<file path="src/rtl/contador_tempo_param.sv">
// ---------------------------------------------------------------------------
// contador_tempo_param
//
// Parameterised timed up/down counter with a run/pause/done control FSM.
// A prescaler counts RUN cycles. Every CLK_DIV of them it produces one tick,
// and each tick steps the count. In wrap mode the count wraps around at its
// terminal value. In one-shot mode it stops there and enters DONE.
//
// Parameters
//   CLK_DIV  clock cycles per tick (>= 2)
//   MAX_VAL  highest count value (>= 1)
//   WIDTH    width of number / load_value (must hold MAX_VAL)
//   DIV_W    prescaler width (must hold CLK_DIV-1)
//
// Ports
//   clk            sole clock, all logic on posedge
//   reset_num      synchronous active-high reset (highest priority)
//   enable_switch  level: 1 = run, 0 = pause
//   up_down        1 = count up, 0 = count down
//   one_shot       0 = wrap mode, 1 = stop at terminal value
//   load           synchronous load strobe (beats any tick)
//   load_value     value captured on load, clamped to MAX_VAL
//   tick_segundo   one-cycle pulse per prescaler period
//   number         current count
//   wrap_pulse     one-cycle pulse on wrap-around
//   done           high while in DONE
//   state          IDLE=00, PAUSE=01, RUN=10, DONE=11
//
// Every output comes straight from a register.
// ---------------------------------------------------------------------------
module contador_tempo_param #(
  parameter int CLK_DIV = 50_000_000,
  parameter int MAX_VAL = 99,
  parameter int WIDTH   = 8,
  parameter int DIV_W   = 32
) (
  input  logic             clk,
  input  logic             reset_num,
  input  logic             enable_switch,
  input  logic             up_down,
  input  logic             one_shot,
  input  logic             load,
  input  logic [WIDTH-1:0] load_value,
  output logic             tick_segundo,
  output logic [WIDTH-1:0] number,
  output logic             wrap_pulse,
  output logic             done,
  output logic [1:0]       state
);

  typedef enum logic [1:0] {
    IDLE  = 2'b00,
    PAUSE = 2'b01,
    RUN   = 2'b10,
    DONE  = 2'b11
  } state_t;

  localparam logic [WIDTH-1:0] MAX_W      = WIDTH'(MAX_VAL);
  localparam logic [DIV_W-1:0] PRESC_LAST = DIV_W'(CLK_DIV - 1);

  state_t           state_reg,  state_next;
  logic [DIV_W-1:0] presc_reg,  presc_next;
  logic [WIDTH-1:0] number_reg, number_next;
  logic             tick_reg,   tick_next;
  logic             wrap_reg,   wrap_next;
  logic             done_reg,   done_next;

  // The terminal value and the one-step neighbour follow the live direction
  // input. A direction change therefore takes effect at the very next tick
  // and leaves the prescaler alone.
  logic [WIDTH-1:0] terminal;
  logic [WIDTH-1:0] step_val;
  logic [WIDTH-1:0] wrap_val;

  assign terminal = up_down ? MAX_W : '0;
  assign step_val = up_down ? (number_reg + WIDTH'(1)) : (number_reg - WIDTH'(1));
  assign wrap_val = up_down ? '0 : MAX_W;

  // State register. Reset overrides everything, including load and enable.
  always_ff @(posedge clk) begin
    if (reset_num) begin
      state_reg  <= IDLE;
      presc_reg  <= '0;
      number_reg <= '0;
      tick_reg   <= 1'b0;
      wrap_reg   <= 1'b0;
      done_reg   <= 1'b0;
    end else begin
      state_reg  <= state_next;
      presc_reg  <= presc_next;
      number_reg <= number_next;
      tick_reg   <= tick_next;
      wrap_reg   <= wrap_next;
      done_reg   <= done_next;
    end
  end

  // Next-state logic. The pulses default to low, so a pulse lasts exactly
  // one cycle. Load is checked first, which means a tick that lands in the
  // same cycle as a load is dropped.
  always_comb begin
    state_next  = state_reg;
    presc_next  = presc_reg;
    number_next = number_reg;
    tick_next   = 1'b0;
    wrap_next   = 1'b0;
    done_next   = done_reg;

    if (load) begin
      number_next = (load_value > MAX_W) ? MAX_W : load_value;
      presc_next  = '0;
      done_next   = 1'b0;
      state_next  = IDLE;
    end else begin
      case (state_reg)
        IDLE, PAUSE: begin
          // The prescaler is not touched here. After a pause, the period in
          // progress only finishes its remaining cycles.
          if (enable_switch) state_next = RUN;
        end

        RUN: begin
          if (!enable_switch) begin
            state_next = PAUSE;
          end else if (presc_reg == PRESC_LAST) begin
            presc_next = '0;
            tick_next  = 1'b1;
            if (one_shot) begin
              // Already at the terminal value: stop without stepping.
              // Otherwise take the step, and stop if it lands on the terminal.
              if (number_reg == terminal) begin
                state_next = DONE;
                done_next  = 1'b1;
              end else begin
                number_next = step_val;
                if (step_val == terminal) begin
                  state_next = DONE;
                  done_next  = 1'b1;
                end
              end
            end else if (number_reg == terminal) begin
              number_next = wrap_val;
              wrap_next   = 1'b1;
            end else begin
              number_next = step_val;
            end
          end else begin
            presc_next = presc_reg + DIV_W'(1);
          end
        end

        DONE: begin
          // Frozen until a load or a reset arrives.
        end

        default: begin
          state_next = IDLE;
        end
      endcase
    end
  end

  assign tick_segundo = tick_reg;
  assign number       = number_reg;
  assign wrap_pulse   = wrap_reg;
  assign done         = done_reg;
  assign state        = state_reg;

endmodule

</file>
<file path="config.mk">
export PLATFORM = sky130hd
export DESIGN_NAME = contador_tempo_param
export DESIGN_NICKNAME = d
export VERILOG_FILES = /design/src/rtl/contador_tempo_param.sv
export SDC_FILE = /design/constraint.sdc
export NUM_CORES = 1
export LEC_CHECK = 0
export ABC_AREA = 1
export CAP_MARGIN = 25
export CORE_ASPECT_RATIO = 0.6
export CORE_MARGIN = 3
export CORE_UTILIZATION = 35
export CTS_CLUSTER_SIZE = 12
export DETAILED_ROUTE_END_ITERATION = 12
export PLACE_DENSITY = 0.56
export SYNTH_ARGS = -nofsm -noshare
export SYNTH_HDL_FRONTEND = slang
export SYNTH_SLANG_ARGS = --single-unit
</file>
<file path="constraint.sdc">
create_clock -name clk -period 2.3 [get_ports clk]
set_input_delay 0.345 -clock clk [delete_from_list [all_inputs] [get_ports clk]]
set_output_delay 0.345 -clock clk [all_outputs]
set_load 0.02 [all_outputs]
</file>
==> key figures, run 1 <==
Die
  – Core area: 8260 um2
  – Starting Density: 37.7%
  – Die W: 128 um
  – Die area: 10100 um2
  – IO Count: 27
  – Die height: 79.0 um
  – Std cell rows: 25

Run status
  – Status: finished, final reports clean

Yosys
  – Sequential share of the synthesized area: 29.0%
  – Ranking of synthesized cells by area: dfxtp_1 (29%), nand2_1 (13%), inv_1 (8.3%)
  – Avg Inst Size Synth: 6.33 um2
  – Top cell type's share of synthesized area: 29.0%
  – Yosys warning count: 0
  – Seq cells post-synth: 45
  – Synth unique cells: 42
  – Yosys top cell by area: dfxtp_1
  – Number of enable flip-flop cells after synthesis: 0
  – Syn Inst Count: 491
  – Mapped Area: 3110 um2
  – Synth Flop Type: dfxtp_1
  – Syn nets: 513
  – Ys async rst share: 0%

Power
  – Switching part of the total: 27.8%
  – Power density over the cells: 485 nW/um2
  – Internal Power: 0.00138 W
  – Gate power share: 20.8%
  – Net Switching: 0.000531 W
  – Clk pwr share: 36.9%
  – P_leak: 1.57 nW
  – VDD IR max: 0.250 mV
  – Flop pwr share: 42.3%

Clocking
  – Total CTS buffers: 5
  – Max clock buf depth: 2
  – Worst-Skew Late Latency: 0.29 ns
  – CTS tree: built
  – Clock-pin transition on the worst setup and hold timing paths: 0.06 ns
  – H-tree depth: 2
  – Cts hold-fix bufs: 0
  – CTS Sinks: 45
  – Clk root buf: clkbuf_16

Run
  – Max_cap viols: 0

Layout
  – Number of flip-flops under the largest register name: 32
  – Multi-input logic area: 1900 um2
  – FILL cells: 887
  – Antenna Cells: 0
  – Sequential Area: 902 um2
  – Layout cells sized above 1: 15.7%
  – Nets: 581
  – Most frequent cells in the layout: nand2_1 (110), inv_1 (68), nand3_1 (45)
  – Commonest non-fill, non-tap cell in the layout: nand2_1
  – Area delta synth->final: 26.6%

GRT
  – Pin count of the biggest net entering global routing: 17
  – First-pass GRT wire length: 16.0 mm
  – Initial antenna violation count: 0
  – Total track usage: 20.5%
  – Grt ovf: 0
  – Vias in the first global route: 3061

STA
  – Worst-margin pin slew: 0.567 ns
  – Fin. Hold Viols: 0
  – Post-route setup slack: 0.213 ns
  – RSZ-0062 raised after global routing: false
  – Fmax: 0.479 GHz
  – Crit path time final: 2.09 ns
  – Worst slew margin: 61.7%
  – Setup Viol. Count Final: 0
  – Setup TNS: 0 ns
  – Clk_skew: 0.00441 ns
  – Max Slew Vio Count: 0
  – Final period utilization: 90.7%

Place
  – IO buf count: 26
  – GP Congestion: 0.967
  – Pre-CTS setup slack: -0.360 ns
  – DPL Wire Length: 8.12 mm

Hold path
  – Hold Path Class: register to register

Worst setup path
  – Crit path cell chain: ha_1 > inv_1 > nor3_4 > nand2_2 > nor2_2 > nand4_1 > o21bai_4 > nand2_4 > nand3_2 > a21oi_1
  – CP Launch Type: register
  – Crit Path Class: register to register
  – Critical Path Slowest Stage Cell: dfxtp_2
  – Critical Path Sink Type: register
  – Crit Path Max Fanout: 12
  – Max incr delay on CP: 0.39 ns
  – Critical Path AT: 2.31 ns
  – Top Family by Delay on Critical Path: simple AND/OR/NAND/NOR gates
  – Worst path required time: 2.53 ns
  – WP buf/inv: 1

Routing
  – Routed Antenna Nets: 0
  – DRC errors left: 0
  – Drt wl/cell: 15.0 um
  – Total number of vias: 3469
  – Routed vias/inst: 5.19
  – Final wirelength: 10.0 mm
  – Pre-antenna DRT Iters: 5
  – Initial DRC count: 403
[routing by layer]
layer  wire length, um  global-route usage [%]
met1              5750                    35.3
met2              3160                    22.1
met3              1060                    6.99
met5                 0                       0
met4                75                    4.13
[layout make-up]
class	instances	area share [%]
Inverter	80	7.75
Sequential cell	45	22.9
Multi-Input combinational cell	360	48.1
Clock buffer	8	3.46
Timing Repair Buffer	67	14.3
Tap cell	108	3.43
[timing repair]
item                                    CTS  global route
setup buffers                             2             2
pin swaps                                 0             1
resized for setup                         5             4
endpoints found under the setup margin    4             4
[power by group through the flow]
stage / sequential [W] / clock, W / combinational (W)
floorplan: 0.000835 / 0 / 0.000175
finish: 0.000808 / 0.000705 / 0.000397
detailed placement: 0.000823 / 0 / 0.000381
CTS: 0.000807 / 0.000725 / 0.000389
global placement: 0.000824 / 0 / 0.000384
global route: 0.000808 / 0.000762 / 0.000436
[cells in the mapped netlist, types with 2 or more instances]
library cell,n
buf_2,2
nor2_4,2
nor4_1,8
nand2_2,4
inv_2,9
nand4_1,12
or2_2,2
dfxtp_1,45
nor2_2,10
a21oi_1,38
a211oi_1,2
inv_1,69
o21ai_1,8
nor3_1,30
o22ai_1,2
nor2_1,42
nand2_1,110
nand3b_1,4
nor3b_1,3
xor2_1,6
xnor2_1,2
nand3_1,46
clkbuf_1,3
o21ai_0,8
ha_1,7
[worst paths after layout]
path	from	slack, ns	cells after the start	endpoint
min	done$_SDFFE_PP0P_	0.49	1	done$_SDFFE_PP0P_
max	presc_reg[0]$_SDFFE_PP0P_	0.21	10	number[7]$_SDFFE_PP0P_
min reg2reg	done$_SDFFE_PP0P_	0.49	1	done$_SDFFE_PP0P_
max reg2reg	presc_reg[0]$_SDFFE_PP0P_	0.21	10	number[7]$_SDFFE_PP0P_
[per-stage QoR]
stage	hold slack, ns	utilization [%]	std cells	total power (W)	instance area [um2]
4_1_cts	0.490	47.5	666	0.00192	3920
2_1_floorplan	0.407	-	491	0.00101	3110
5_1_grt	0.505	47.7	668	0.00201	3940
6_report	0.494	47.7	668	0.00191	3940
3_5_place_dp	0.476	45.4	656	0.00120	3750
3_3_place_gp	0.479	45.4	656	0.00121	3750
[cell families (layout without fill, tap and decap cells)]
group	after synthesis	after routing	synth area share, %
xor gates and xnor gates	8	8	2.25
AOI/OAI and AO/OA	66	66	12.2
adders and majority gates	8	8	3.46
and+or+nand+nor	278	278	42.4
DFF	45	45	29.0
buffers and inverters	86	155	10.7
No activity file was read; power rests on OpenSTA's default activity.
==> inputs of run 2 (changes only) <==
SLEW_MARGIN = 5   (was unset)
==> results of run 2 <==
The final DEF is identical to that of run 1; final timing and power are the same.
==> inputs of run 3 (changes only) <==
CORE_MARGIN = unset   (was 3)
==> key figures, run 3 (synthesis gave the netlist of run 1 again) <==
Hold path
  – Hold Path Class: register to register

Worst setup path
  – Top Family by Delay on Critical Path: simple AND/OR/NAND/NOR gates
  – R2R setup slack: 0.14 ns (-0.07 ns)
  – WP buf/inv: 1 (unchanged)
  – Crit Path Class: register to register
  – Critical Path Sink Type: register
  – Critical Path AT: 2.38 ns (+0.07 ns)
  – CP Launch Type: register
  – Critical Path Slowest Stage Cell: dfxtp_1
  – Crit Path Max Fanout: 12 (unchanged)
  – Crit path cell chain: ha_1 > inv_1 > nor3_4 > nand2_2 > nor2_2 > nand4_1 > o21bai_4 > nand2_4 > nand3_1 > a21oi_1
  – Worst path required time: 2.52 ns (about the same)
  – Max incr delay on CP: 0.42 ns (+0.03 ns)

Place
  – GP Congestion: 0.952 (-1.5%)
  – Placed cell count: 655 (-0.15%)
  – Post-DP Area: 3720 um2 (-0.87%)
  – DPL Wire Length: 7.81 mm (-3.8%)
  – IO buf count: 26 (unchanged)

Die
  – Die area: 9280 um2 (-8.0%)
  – Die W: 124 um (-3.1%)
  – Starting Density: 36.3% (-1.3 points)
  – Die height: 75.0 um (-5.1%)
  – Std cell rows: 26 (+4.0%)
  – Core area: 8560 um2 (+3.6%)
  – IO Count: 27 (unchanged)

Routing
  – Pre-antenna DRT Iters: 5 (unchanged)
  – Total number of vias: 3406 (-1.8%)
  – Drt wl/cell: 14.7 um (-2.4%)
  – Initial DRC count: 313 (-22%)
  – DRC errors left: 0 (unchanged)
  – Routed vias/inst: 5.12 (-1.4%)
  – Final wirelength: 9.77 mm (-2.8%)
  – Routed Antenna Nets: 0 (unchanged)

STA
  – Final period utilization: 93.9% (+3.2 points)
  – Fmax: 0.463 GHz (-3.4%)
  – WHS: 0.483 ns (-0.0109 ns)
  – Fin. Hold Viols: 0 (unchanged)
  – Crit path time final: 2.16 ns (+0.0733 ns)
  – Max Slew Vio Count: 0 (unchanged)
  – Worst-margin pin slew: 0.632 ns (+0.0649 ns)
  – RSZ-0062 raised after global routing: false
  – Setup Viol. Count Final: 0 (unchanged)
  – Clk_skew: 0.00714 ns (+0.00273 ns)
  – Worst slew margin: 57.3% (-4.4 points)
  – Setup TNS: 0 ns (unchanged)

Clocking
  – Worst-Skew Late Latency: 0.30 ns (about the same)
  – Clock-pin transition on the worst setup and hold timing paths: 0.07 ns (about the same)
  – CTS Sinks: 45 (unchanged)
  – Clk root buf: clkbuf_16
  – Max clock buf depth: 2 (unchanged)
  – Total CTS buffers: 5 (unchanged)
  – H-tree depth: 2 (unchanged)
  – CTS tree: built

Layout
  – FILL cells: 873 (-1.6%)
  – Number of flip-flops under the largest register name: 32 (unchanged)
  – Antenna Cells: 0 (unchanged)
  – Final instance area: 3900 um2 (-0.86%)
  – Layout cells sized above 1: 14.8% (-0.89 points)
  – Cell Count, Final, Fillers Out: 665 (-0.45%)
  – Most frequent cells in the layout: nand2_1 (110), inv_1 (68), nand3_1 (46)
  – Commonest non-fill, non-tap cell in the layout: nand2_1
  – Area delta synth->final: 25.6%
  – Nets: 574 (-1.2%)

GRT
  – Pin count of the biggest net entering global routing: 17 (unchanged)
  – Met1 Usage GRT: 38.2% (+2.9 points)
  – Grt ovf: 0 (unchanged)
  – GR peak layer: met1
  – Met3 Use GR: 6.21% (-0.78 points)
  – Total track usage: 22.5% (+2.0 points)
  – Initial antenna violation count: 0 (unchanged)
  – Met2 usage: 25.6% (+3.5 points)
  – First-pass GRT wire length: 15.5 mm (-3.3%)
  – Vias in the first global route: 2896 (-5.4%)

Power
  – Gate power share: 19.7% (-1.1 points)
  – Total Power: 0.00192 W (+0.29%)
  – Power density over the cells: 491 nW/um2 (+1.2%)
  – P_leak: 1.54 nW (-1.8%)
  – VDD IR max: 0.277 mV (+11%)
  – Net Switching: 0.000546 W (+2.8%)
  – Internal Power: 0.00137 W (-0.67%)
  – Flop pwr share: 42.2% (about the same)
  – Clk pwr share: 38.0% (+1.1 points)
  – Switching part of the total: 28.5% (+0.69 points)

Run status
  – Status: finished, final reports clean

Run
  – Max_cap viols: 0 (unchanged)
run 3: repair_timing:
| item | CTS | global route |
|---|---|---|
| hold buffers | 0 | 0 |
| buffers inserted | 0 | 2 |
| setup endpoints to repair | 0 | 11 |
| resized for setup | 0 | 9 |
run 3: area by class of cell:
cell class | count | area (um2) | share of cell area, %
clock inverters | 1 | 7.51 | 0.192
repair buffers | 60 | 518 | 13.3
flip-flops and latches | 45 | 902 | 23.1
inverters | 80 | 305 | 7.82
well taps | 112 | 140 | 3.59
clock buffers | 7 | 133 | 3.40
multi-input cells | 360 | 1900 | 48.6
run 3: routing by layer:
metal  up-vias  wire, um
met2       120      3140
met3         8       960
met4         0        68
met5         -         0
met1      1537      5600
li1       1741         -
run 3: final timing paths:
check | to | depth (start not counted) | start
setup / recovery | number[7]$_SDFFE_PP0P_ | 10 | presc_reg[0]$_SDFFE_PP0P_
hold / removal | done$_SDFFE_PP0P_ | 1 | done$_SDFFE_PP0P_
setup reg to reg | number[7]$_SDFFE_PP0P_ | 10 | presc_reg[0]$_SDFFE_PP0P_
hold reg to reg | done$_SDFFE_PP0P_ | 1 | done$_SDFFE_PP0P_
run 3: power by group through the flow:
| stage | registers, W | logic [W] | clock network [W] |
|---|---|---|---|
| after global routing | 0.000809 | 0.000416 | 0.000774 |
| after CTS | 0.000807 | 0.000363 | 0.000743 |
| final | 0.000809 | 0.000378 | 0.000728 |
| after global placement | 0.000824 | 0.000364 | 0 |
| after detailed placement | 0.000825 | 0.000362 | 0 |
| after floorplan | 0.000835 | 0.000175 | 0 |
run 3: metrics by stage:
stage | utilization [%] | setup WS [ns]
finish | 45.6 | 0.140
global route | 45.6 | 0.0135
CTS | 45.1 | 0.00532
detailed placement | 43.4 | -0.293
global placement | 43.4 | -0.285
floorplan | - | 0.295
